**config.mk**
```make
export PLATFORM = sky130hd
export DESIGN_NAME = tx_arbiter
export DESIGN_NICKNAME = d
export VERILOG_FILES = /design/src/rtl/tx_arbiter_pkg.sv /design/src/rtl/tx_arbiter_rr_pick.sv /design/src/rtl/tx_arbiter.sv
export SDC_FILE = /design/constraint.sdc
export NUM_CORES = 1
export LEC_CHECK = 0
export CAP_MARGIN = 10
export CORE_MARGIN = 2
export CORE_UTILIZATION = 50
export CTS_CLUSTER_SIZE = 14
export DETAILED_ROUTE_END_ITERATION = 6
export PLACE_DENSITY = 0.9
export SLEW_MARGIN = 25
export SYNTH_ARGS = -nofsm -noshare
export SYNTH_HDL_FRONTEND = slang
export SYNTH_SLANG_ARGS = --single-unit
```
**constraint.sdc**
```tcl
create_clock -name clk -period 2.41 [get_ports clk]
set_input_delay 0.482 -clock clk [delete_from_list [all_inputs] [get_ports clk]]
set_output_delay 0.482 -clock clk [all_outputs]
set_load 0.02 [all_outputs]
```
**src/rtl/tx_arbiter_pkg.sv**
```systemverilog
// Shared types and constants for the serial-writer arbiter: FSM encoding,
// frame byte counts and the header byte layout.
package tx_arbiter_pkg;

  typedef enum logic [1:0] {
    IDLE = 2'd0,
    SEND = 2'd1,
    HOLD = 2'd2
  } state_t;

  localparam logic [3:0] HDR_NIBBLE      = 4'hA;
  localparam logic [1:0] FRAME_BYTES_HDR = 2'd3;
  localparam logic [1:0] FRAME_BYTES_RAW = 2'd2;

  // Header identifies the source and its tag so the receiver can demultiplex.
  function automatic logic [7:0] hdr_byte(input logic [1:0] src, input logic [1:0] tag);
    return {HDR_NIBBLE, src, tag};
  endfunction

endpackage

```
**src/rtl/tx_arbiter_rr_pick.sv**
```systemverilog
// Combinational round-robin picker: first asserted request scanning
// rr_ptr+1, rr_ptr+2, ... modulo N.
module rr_pick #(
  parameter int N = 2
) (
  input  logic [N-1:0] req,
  input  logic [1:0]   rr_ptr,
  output logic         gnt_valid,
  output logic [1:0]   gnt_idx
);

  logic [N-1:0] shifted;

  always_comb begin
    gnt_valid = 1'b0;
    gnt_idx   = '0;
    shifted   = '0;
    for (int k = 1; k <= N; k++) begin
      shifted = req >> ((int'(rr_ptr) + k) % N);
      if (!gnt_valid && shifted[0]) begin
        gnt_valid = 1'b1;
        gnt_idx   = 2'((int'(rr_ptr) + k) % N);
      end
    end
  end

endmodule

```
**src/rtl/tx_arbiter.sv**
```systemverilog
// Round-robin arbiter that shares one serial writer among N word sources,
// sending each granted word as [header], high byte, low byte.
module tx_arbiter
  import tx_arbiter_pkg::*;
#(
  parameter int N      = 2,
  parameter bit HDR_EN = 1'b1
) (
  input  logic            clk,
  input  logic            rst,
  input  logic [N-1:0]    req,
  input  logic [N*16-1:0] data,
  input  logic [N*2-1:0]  addr,
  output logic [N-1:0]    ack,
  output logic            busy,
  input  logic            tbr,
  output logic            write,
  output logic [7:0]      data_out,
  output logic [15:0]     frames
);

  state_t       state_q, state_d;
  logic [1:0]   rr_ptr_q, rr_ptr_d;
  logic [1:0]   src_q, src_d;
  logic [1:0]   tag_q, tag_d;
  logic [1:0]   cnt_q, cnt_d;
  logic [15:0]  word_q, word_d;
  logic [15:0]  frames_q, frames_d;
  logic [N-1:0] ack_q, ack_d;
  logic         busy_q, busy_d;
  logic         write_q, write_d;
  logic [7:0]   data_out_q, data_out_d;
  logic [7:0]   cur_byte;
  logic         gnt_valid;
  logic [1:0]   gnt_idx;

  rr_pick #(.N(N)) u_pick (
    .req       (req),
    .rr_ptr    (rr_ptr_q),
    .gnt_valid (gnt_valid),
    .gnt_idx   (gnt_idx)
  );

  // Remaining-byte count selects the byte, so header/raw modes share one path.
  always_comb begin
    case (cnt_q)
      2'd3:    cur_byte = hdr_byte(src_q, tag_q);
      2'd2:    cur_byte = word_q[15:8];
      default: cur_byte = word_q[7:0];
    endcase
  end

  always_comb begin
    state_d    = state_q;
    rr_ptr_d   = rr_ptr_q;
    src_d      = src_q;
    tag_d      = tag_q;
    cnt_d      = cnt_q;
    word_d     = word_q;
    frames_d   = frames_q;
    ack_d      = '0;
    busy_d     = busy_q;
    write_d    = 1'b0;
    data_out_d = data_out_q;
    case (state_q)
      IDLE: begin
        if (gnt_valid) begin
          src_d    = gnt_idx;
          rr_ptr_d = gnt_idx;
          word_d   = 16'(data >> {gnt_idx, 4'b0000});
          tag_d    = 2'(addr >> {gnt_idx, 1'b0});
          cnt_d    = HDR_EN ? FRAME_BYTES_HDR : FRAME_BYTES_RAW;
          ack_d    = {{(N-1){1'b0}}, 1'b1} << gnt_idx;
          busy_d   = 1'b1;
          state_d  = SEND;
        end
      end
      SEND: begin
        if (tbr) begin
          write_d    = 1'b1;
          data_out_d = cur_byte;
          state_d    = HOLD;
        end
      end
      HOLD: begin
        cnt_d = cnt_q - 2'd1;
        if (cnt_q == 2'd1) begin
          frames_d = frames_q + 16'd1;
          busy_d   = 1'b0;
          state_d  = IDLE;
        end else begin
          state_d = SEND;
        end
      end
      default: state_d = IDLE;
    endcase
  end

  always_ff @(posedge clk or negedge rst) begin
    if (!rst) begin
      state_q    <= IDLE;
      rr_ptr_q   <= 2'(N - 1);
      src_q      <= '0;
      tag_q      <= '0;
      cnt_q      <= '0;
      word_q     <= '0;
      frames_q   <= '0;
      ack_q      <= '0;
      busy_q     <= 1'b0;
      write_q    <= 1'b0;
      data_out_q <= '0;
    end else begin
      state_q    <= state_d;
      rr_ptr_q   <= rr_ptr_d;
      src_q      <= src_d;
      tag_q      <= tag_d;
      cnt_q      <= cnt_d;
      word_q     <= word_d;
      frames_q   <= frames_d;
      ack_q      <= ack_d;
      busy_q     <= busy_d;
      write_q    <= write_d;
      data_out_q <= data_out_d;
    end
  end

  assign ack      = ack_q;
  assign busy     = busy_q;
  assign write    = write_q;
  assign data_out = data_out_q;
  assign frames   = frames_q;

endmodule
```
After elaboration in Yosys (flattened, before gate mapping)
Index checks and enable logic that the tools add are counted.
- bits in registers: 53
- latch bits: 0
- RAM bits: 0
- memory bits (read-only): 0
- input bits: 41
- output and inout port bits: 28
- word-level logic and storage cells: 58
- memories: 0
- add/subtract/negate cells: 4
- $mul: 0
- divide/modulo/power cells: 0
- magnitude comparators: 0
- equality and inequality tests: 8
- shift-type cells: 5
- multiplexer cells: 18
- bitwise logic cells: 2
- reductions and logical operators: 10
- operators by type and width (cell ; count):
    right shift 2 x 32 -> 1 bit ; 2
    right shift 32 x 6 -> 16 bit ; 1
    adder 16 x 1 -> 16 bit, second input constant ; 1
    one-hot mux 8 bit (2 select lines) ; 1
    2-to-1 mux 2 bit ; 7
    AND reduction 2 bit ; 5
    2-to-1 mux 1 bit ; 7
    == test 2 bit, second input constant ; 3
    inequality test 2 bit, second input constant ; 3
    one-hot mux 2 bit (3 select lines) ; 1
    == test 2 x 1 -> 1 bit, second input constant ; 2
    one-hot mux 2 bit (2 select lines) ; 1
    right shift 4 x 3 -> 2 bit ; 1
    AND reduction 3 bit ; 1
    adder 1 bit, second input constant ; 2
    AND 1 bit, first input constant ; 2
    logical NOT 2 bit ; 1
    one-hot mux 1 bit (2 select lines) ; 1
    nonzero test 2 bit ; 1
    << shifter 1 x 2 -> 2 bit, first input constant ; 1
    subtractor 2 x 1 -> 2 bit, second input constant ; 1
    logical AND 1 bit ; 1
    logical NOT 1 bit ; 1

Longest topological paths before layout
- depth after elaboration: 10
- mapped depth: 7
- depth with buffers taken out: 6

Cells and area by module
A second synthesis with hierarchy kept.
- cells, all modules: 227
- area, all modules: 2476.1 um^2
- by module, submodules not included (module ; instances ; cells each ; area an instance (um^2) ; seq. area each (um^2)):
    tx_arbiter ; 1 ; 223 ; 2451.1 ; 1327.5
    rr_pick ; 1 ; 4 ; 25.0 ; 0.0

Least setup slack after synthesis
No wires, ideal clock.
- path kind: reg-to-reg
- start: reg cnt_q[1]
- end: reg frames_q[15], in the netlist frames[15]
- setup time: 79 ps
- data arrival time: 1390 ps
- required time: 2331 ps
- slack: 940 ps
- cell stages (with the launch flop): 8
- path buffers: 1
- period minus slack after synthesis: 1470 ps
- cells stage by stage: dfrtp_1 inv_1 ha_1 and4b_1 buf_2 nand4_2 nor3_2 xor2_1
- word-level cells in the longest chain between the ends: 2
- ends and longest elaborated chain (item ; line ; text):
    start: declaration ; tx_arbiter.sv:26 ; logic [1:0] cnt_q, cnt_d;
    start signal: assignment ; tx_arbiter.sv:117 ; cnt_q <= cnt_d;
    == test 2 x 1 -> 1 bit ; tx_arbiter.sv:87 ; if (cnt_q == 2'd1) begin
    AND reduction 2 bit (no source line) ; - ;
    end signal: assignment ; tx_arbiter.sv:119 ; frames_q <= frames_d;
    end: declaration ; tx_arbiter.sv:28 ; logic [15:0] frames_q, frames_d;
Every way passes these cells.
A chain may end at the register's enable or synchronous reset.

Worst setup path in the final report
- start: reg frames_q[4], in the netlist frames[4]
- end: out frames[4]
- RTL lines (item ; line ; text):
    end: declaration ; tx_arbiter.sv:19 ; output logic [15:0] frames
No word-level cell between the ends.

==> impl_metrics.xml <==
<?xml version="1.0" encoding="UTF-8"?>
<metrics>
  <group name="cells_and_area">
    <metric name="post_route_cells_drive_above_1_share" unit="">0.0664</metric>
    <metric name="insertedDiodeCount" unit="">0</metric>
    <metric name="multi_input_logic_area" unit="um2">811</metric>
    <metric name="fillers" unit="">350</metric>
    <metric name="layout-area-overhead-vs-synth" unit="%">34.4</metric>
    <metric name="ff_latch_area" unit="um2">1300</metric>
    <metric name="final_cell_mix" unit="">67 x sky130_fd_sc_hd__clkdlybuf4s50_1, 51 x sky130_fd_sc_hd__dfrtp_1, 28 x sky130_fd_sc_hd__inv_1</metric>
    <metric name="net_count_final" unit="">315</metric>
    <metric name="final_core_density" unit="">0.700</metric>
    <metric name="layout.cells.most_common" unit="">sky130_fd_sc_hd__clkdlybuf4s50_1</metric>
    <metric name="stdcell_count" unit="">323</metric>
  </group>
  <group name="setup_path">
    <metric name="worstSetupStartpointType" unit="">flop</metric>
    <metric name="worst-r2r-cell-count" unit="">6</metric>
    <metric name="cpLargestDelayFamily" unit="">buffers and inverters</metric>
    <metric name="cp-startpoint" unit="">frames[4]</metric>
    <metric name="critPathMaxStageDelay" unit="ns">0.64</metric>
    <metric name="critPathArrivalTime" unit="ns">1.38</metric>
    <metric name="crit_cells" unit="">1</metric>
    <metric name="worst_setup_path_endpoint" unit="">frames[4]</metric>
    <metric name="critical_path_class" unit="">reg -&gt; out</metric>
    <metric name="startpoint_of_the_most_critical_register_to_register_path" unit="">cnt_q[1]</metric>
    <metric name="critical_path.max_fanout" unit="">6</metric>
    <metric name="endpoint_kind" unit="">output port</metric>
    <metric name="worst-endpoint-required" unit="ns">1.93</metric>
    <metric name="critical_path_buf_inv_count" unit="">1</metric>
    <metric name="ff_to_ff_end" unit="">frames[15]</metric>
    <metric name="worst_path_max_delay_cell" unit="">sky130_fd_sc_hd__clkdlybuf4s50_1</metric>
    <metric name="critical_path.cell_chain" unit="">clkdlybuf4s50_1</metric>
    <metric name="r2r_setup_slk" unit="ns">0.67</metric>
  </group>
  <group name="placement">
    <metric name="io_buffers" unit="">68</metric>
    <metric name="placed_cells" unit="">315</metric>
    <metric name="detailed_place_hpwl" unit="um">3580</metric>
    <metric name="gp_congestion" unit="">0.796</metric>
    <metric name="pre_cts_ws" unit="ns">0.357</metric>
  </group>
  <group name="route">
    <metric name="routed_wirelength" unit="um">4900</metric>
    <metric name="detail_routed_via_count_per_cell" unit="">5.52</metric>
    <metric name="detailroute.via_count" unit="">1783</metric>
    <metric name="drtIter0Drc" unit="">226</metric>
    <metric name="route.detailed.drc" unit="">0</metric>
    <metric name="routed_wire_length_per_instance" unit="um">15.2</metric>
    <metric name="postRouteAntennaNets" unit="">0</metric>
    <metric name="dr.pass1.iters" unit="">6</metric>
  </group>
  <group name="yosys">
    <metric name="synth_top_flop_cell" unit="">sky130_fd_sc_hd__dfrtp_1</metric>
    <metric name="post_synth.cell_area_avg" unit="um2">11.2</metric>
    <metric name="async_reset_ff_frac" unit="">1.00</metric>
    <metric name="yosys_warnings" unit="">0</metric>
    <metric name="syn-num-nets" unit="">248</metric>
    <metric name="yosysSeqAreaShare" unit="">0.571</metric>
    <metric name="synthesis.area" unit="um2">2280</metric>
    <metric name="ys_ff_latch" unit="">52</metric>
    <metric name="yosys.cell_types.count" unit="">39</metric>
    <metric name="post_syn_instances" unit="">203</metric>
    <metric name="synth_edf_count" unit="">0</metric>
  </group>
  <group name="power">
    <metric name="leakage" unit="nW">1.46</metric>
    <metric name="sequentialPowerShare" unit="">0.440</metric>
    <metric name="sw_frac_of_total" unit="">0.355</metric>
    <metric name="vdd_ir_drop_max" unit="mV">0.542</metric>
    <metric name="power.density_cell_area" unit="nW/um2">990</metric>
    <metric name="clockPowerShare" unit="">0.166</metric>
    <metric name="cellInternalPower" unit="mW">1.96</metric>
    <metric name="power.share.combinational" unit="">0.394</metric>
    <metric name="power.net_switching" unit="mW">1.08</metric>
  </group>
  <group name="floorplan">
    <metric name="initial_utilization" unit="">0.521</metric>
    <metric name="num_io_pins" unit="">69</metric>
    <metric name="dieArea" unit="um2">5120</metric>
    <metric name="cell_rows" unit="">24</metric>
    <metric name="die_extent_in_y" unit="um">71.6</metric>
    <metric name="dieWidth" unit="um">71.6</metric>
    <metric name="placeableCoreArea" unit="um2">4380</metric>
  </group>
  <group name="clock_tree">
    <metric name="cts-buffers-inserted" unit="">5</metric>
    <metric name="postCtsResizedCells" unit="">0</metric>
    <metric name="postCtsHoldBufs" unit="">0</metric>
    <metric name="cts_sinks" unit="">52</metric>
    <metric name="cts_tree" unit="">built</metric>
    <metric name="h-tree-depth" unit="">2</metric>
    <metric name="worst_setup_hold_path_clk_slew" unit="ns">0.09</metric>
    <metric name="clock_path_buffers" unit="">2</metric>
    <metric name="root_buffer" unit="">sky130_fd_sc_hd__clkbuf_8</metric>
    <metric name="clock_latency" unit="ns">0.30</metric>
    <metric name="cts_post_setup_buffers_inserted" unit="">0</metric>
  </group>
  <group name="sta">
    <metric name="layout_setup_ws" unit="ns">0.546</metric>
    <metric name="timing_hold_violations_final" unit="">0</metric>
    <metric name="setup_viol_count_final" unit="">0</metric>
    <metric name="worst_hold_slack" unit="ns">0.284</metric>
    <metric name="tightestPinTransition" unit="ns">0.744</metric>
    <metric name="totalNegativeSetupSlack" unit="ns">0</metric>
    <metric name="rsz0062_at_grt" unit="">no</metric>
    <metric name="period_minus_slack" unit="ns">1.86</metric>
    <metric name="number_of_slew_limit_violations_in_the_final_report" unit="">0</metric>
    <metric name="slew_headroom" unit="">0.504</metric>
    <metric name="timing.final.crit_share" unit="">0.773</metric>
    <metric name="fmaxAchievable" unit="MHz">536</metric>
    <metric name="timing.clock.skew" unit="ns">0.00504</metric>
  </group>
  <group name="hold_path">
    <metric name="hold_path.class" unit="">in -&gt; async</metric>
  </group>
  <group name="grt">
    <metric name="globalRouteOverflowTotal" unit="">0</metric>
    <metric name="grt_first_pass_wirelength" unit="um">8020</metric>
    <metric name="grt_start_max_net_pins" unit="">53</metric>
    <metric name="grt_pass1_vias" unit="">1692</metric>
    <metric name="antenna_found_initial" unit="">0</metric>
    <metric name="gr-usage-all-layers" unit="">0.201</metric>
  </group>
  <group name="status">
    <metric name="status" unit="">complete, no violations</metric>
  </group>
  <group name="job">
    <metric name="max-cap-violations" unit="">0</metric>
  </group>
</metrics>
[logic make-up (layout without fill, tap and decap cells)]
group                    after synthesis  in the layout  share of synthesized area
buffers and inverters                 38            106                     0.0740
multiplexers                           1              1                    0.00493
adder cells (fa/ha/maj)                4              4                     0.0219
flip-flops                            52             52                      0.571
XOR/XNOR                              15             15                     0.0576
AO/OA/AOI/OAI                         43             43                      0.149
AND/OR/NAND/NOR                       50             50                      0.122
[synth_stat cells, types with 3 or more instances]
library cell                n  area (um2)
sky130_fd_sc_hd__nand2_1   15        56.3
sky130_fd_sc_hd__nand3_1    5        25.0
sky130_fd_sc_hd__o21ai_0    8        40.0
sky130_fd_sc_hd__a22o_1     3        26.3
sky130_fd_sc_hd__buf_2      6        30.0
sky130_fd_sc_hd__and3_1     4        25.0
sky130_fd_sc_hd__inv_1     28         105
sky130_fd_sc_hd__nor2_1    10        37.5
sky130_fd_sc_hd__xor2_1     5        43.8
sky130_fd_sc_hd__a222oi_1  18         180
sky130_fd_sc_hd__ha_1       4        50.1
sky130_fd_sc_hd__xnor2_1   10        87.6
sky130_fd_sc_hd__dfrtp_1   51        1280
sky130_fd_sc_hd__a21oi_1    5        25.0
[routing by layer]
layer,global-route usage,share of wire
met5,0,0
met4,0.0881,0.018
met3,0.0323,0.045
met2,0.314,0.51
met1,0.279,0.42
[sequential cells by signal, summed over array words and instances (netlist names), 2 cells and up]
name and flops:
state_q 2, data_out 8, frames 16, tag_q 2, word_q 16, cnt_q 2, ack 2
[per-stage QoR]
step,instance area (um2),total power [mW]
after detailed placement,2970,2.55
final,3070,3.04
after floorplan,2280,2.12
after global placement,2970,2.50
after CTS,3070,3.06
after global routing,3070,3.24
[final cells by class]
cell class | count | share of cell area
Clock inverter | 1 | 0.00245
Sequential cell | 52 | 0.425
Multi-Input combinational cell | 113 | 0.264
Timing Repair Buffer | 70 | 0.225
Inverter | 28 | 0.0343
Clock buffer | 7 | 0.0281
Tap cell | 52 | 0.0212
[power by group through the flow]
| stage | logic [mW] | clock network, mW | registers (mW) |
|---|---|---|---|
| after detailed placement | 1.20 | 0 | 1.35 |
| after CTS | 1.21 | 0.520 | 1.34 |
| after global routing | 1.31 | 0.558 | 1.37 |
| after floorplan | 0.699 | 0 | 1.42 |
| final | 1.20 | 0.504 | 1.34 |
| after global placement | 1.16 | 0 | 1.34 |
[worst min-delay path by stage]
| stage | to | cells after the start | startpoint | slack, ns |
|---|---|---|---|---|
| 5_1_grt | frames[4] | 2 | rst | 0.33 |
| 6_report | frames[6] | 2 | rst | 0.28 |
| 3_3_place_gp | frames[15] | 1 | frames[15] | 0.46 |
| 3_5_place_dp | data_out[6] | 2 | data_out[6] | 0.47 |
| 2_1_floorplan | ack[0] | 0 | rst | 0.19 |
| 4_1_cts | frames[6] | 2 | rst | 0.30 |
No activity file was read; power rests on OpenSTA's default activity.
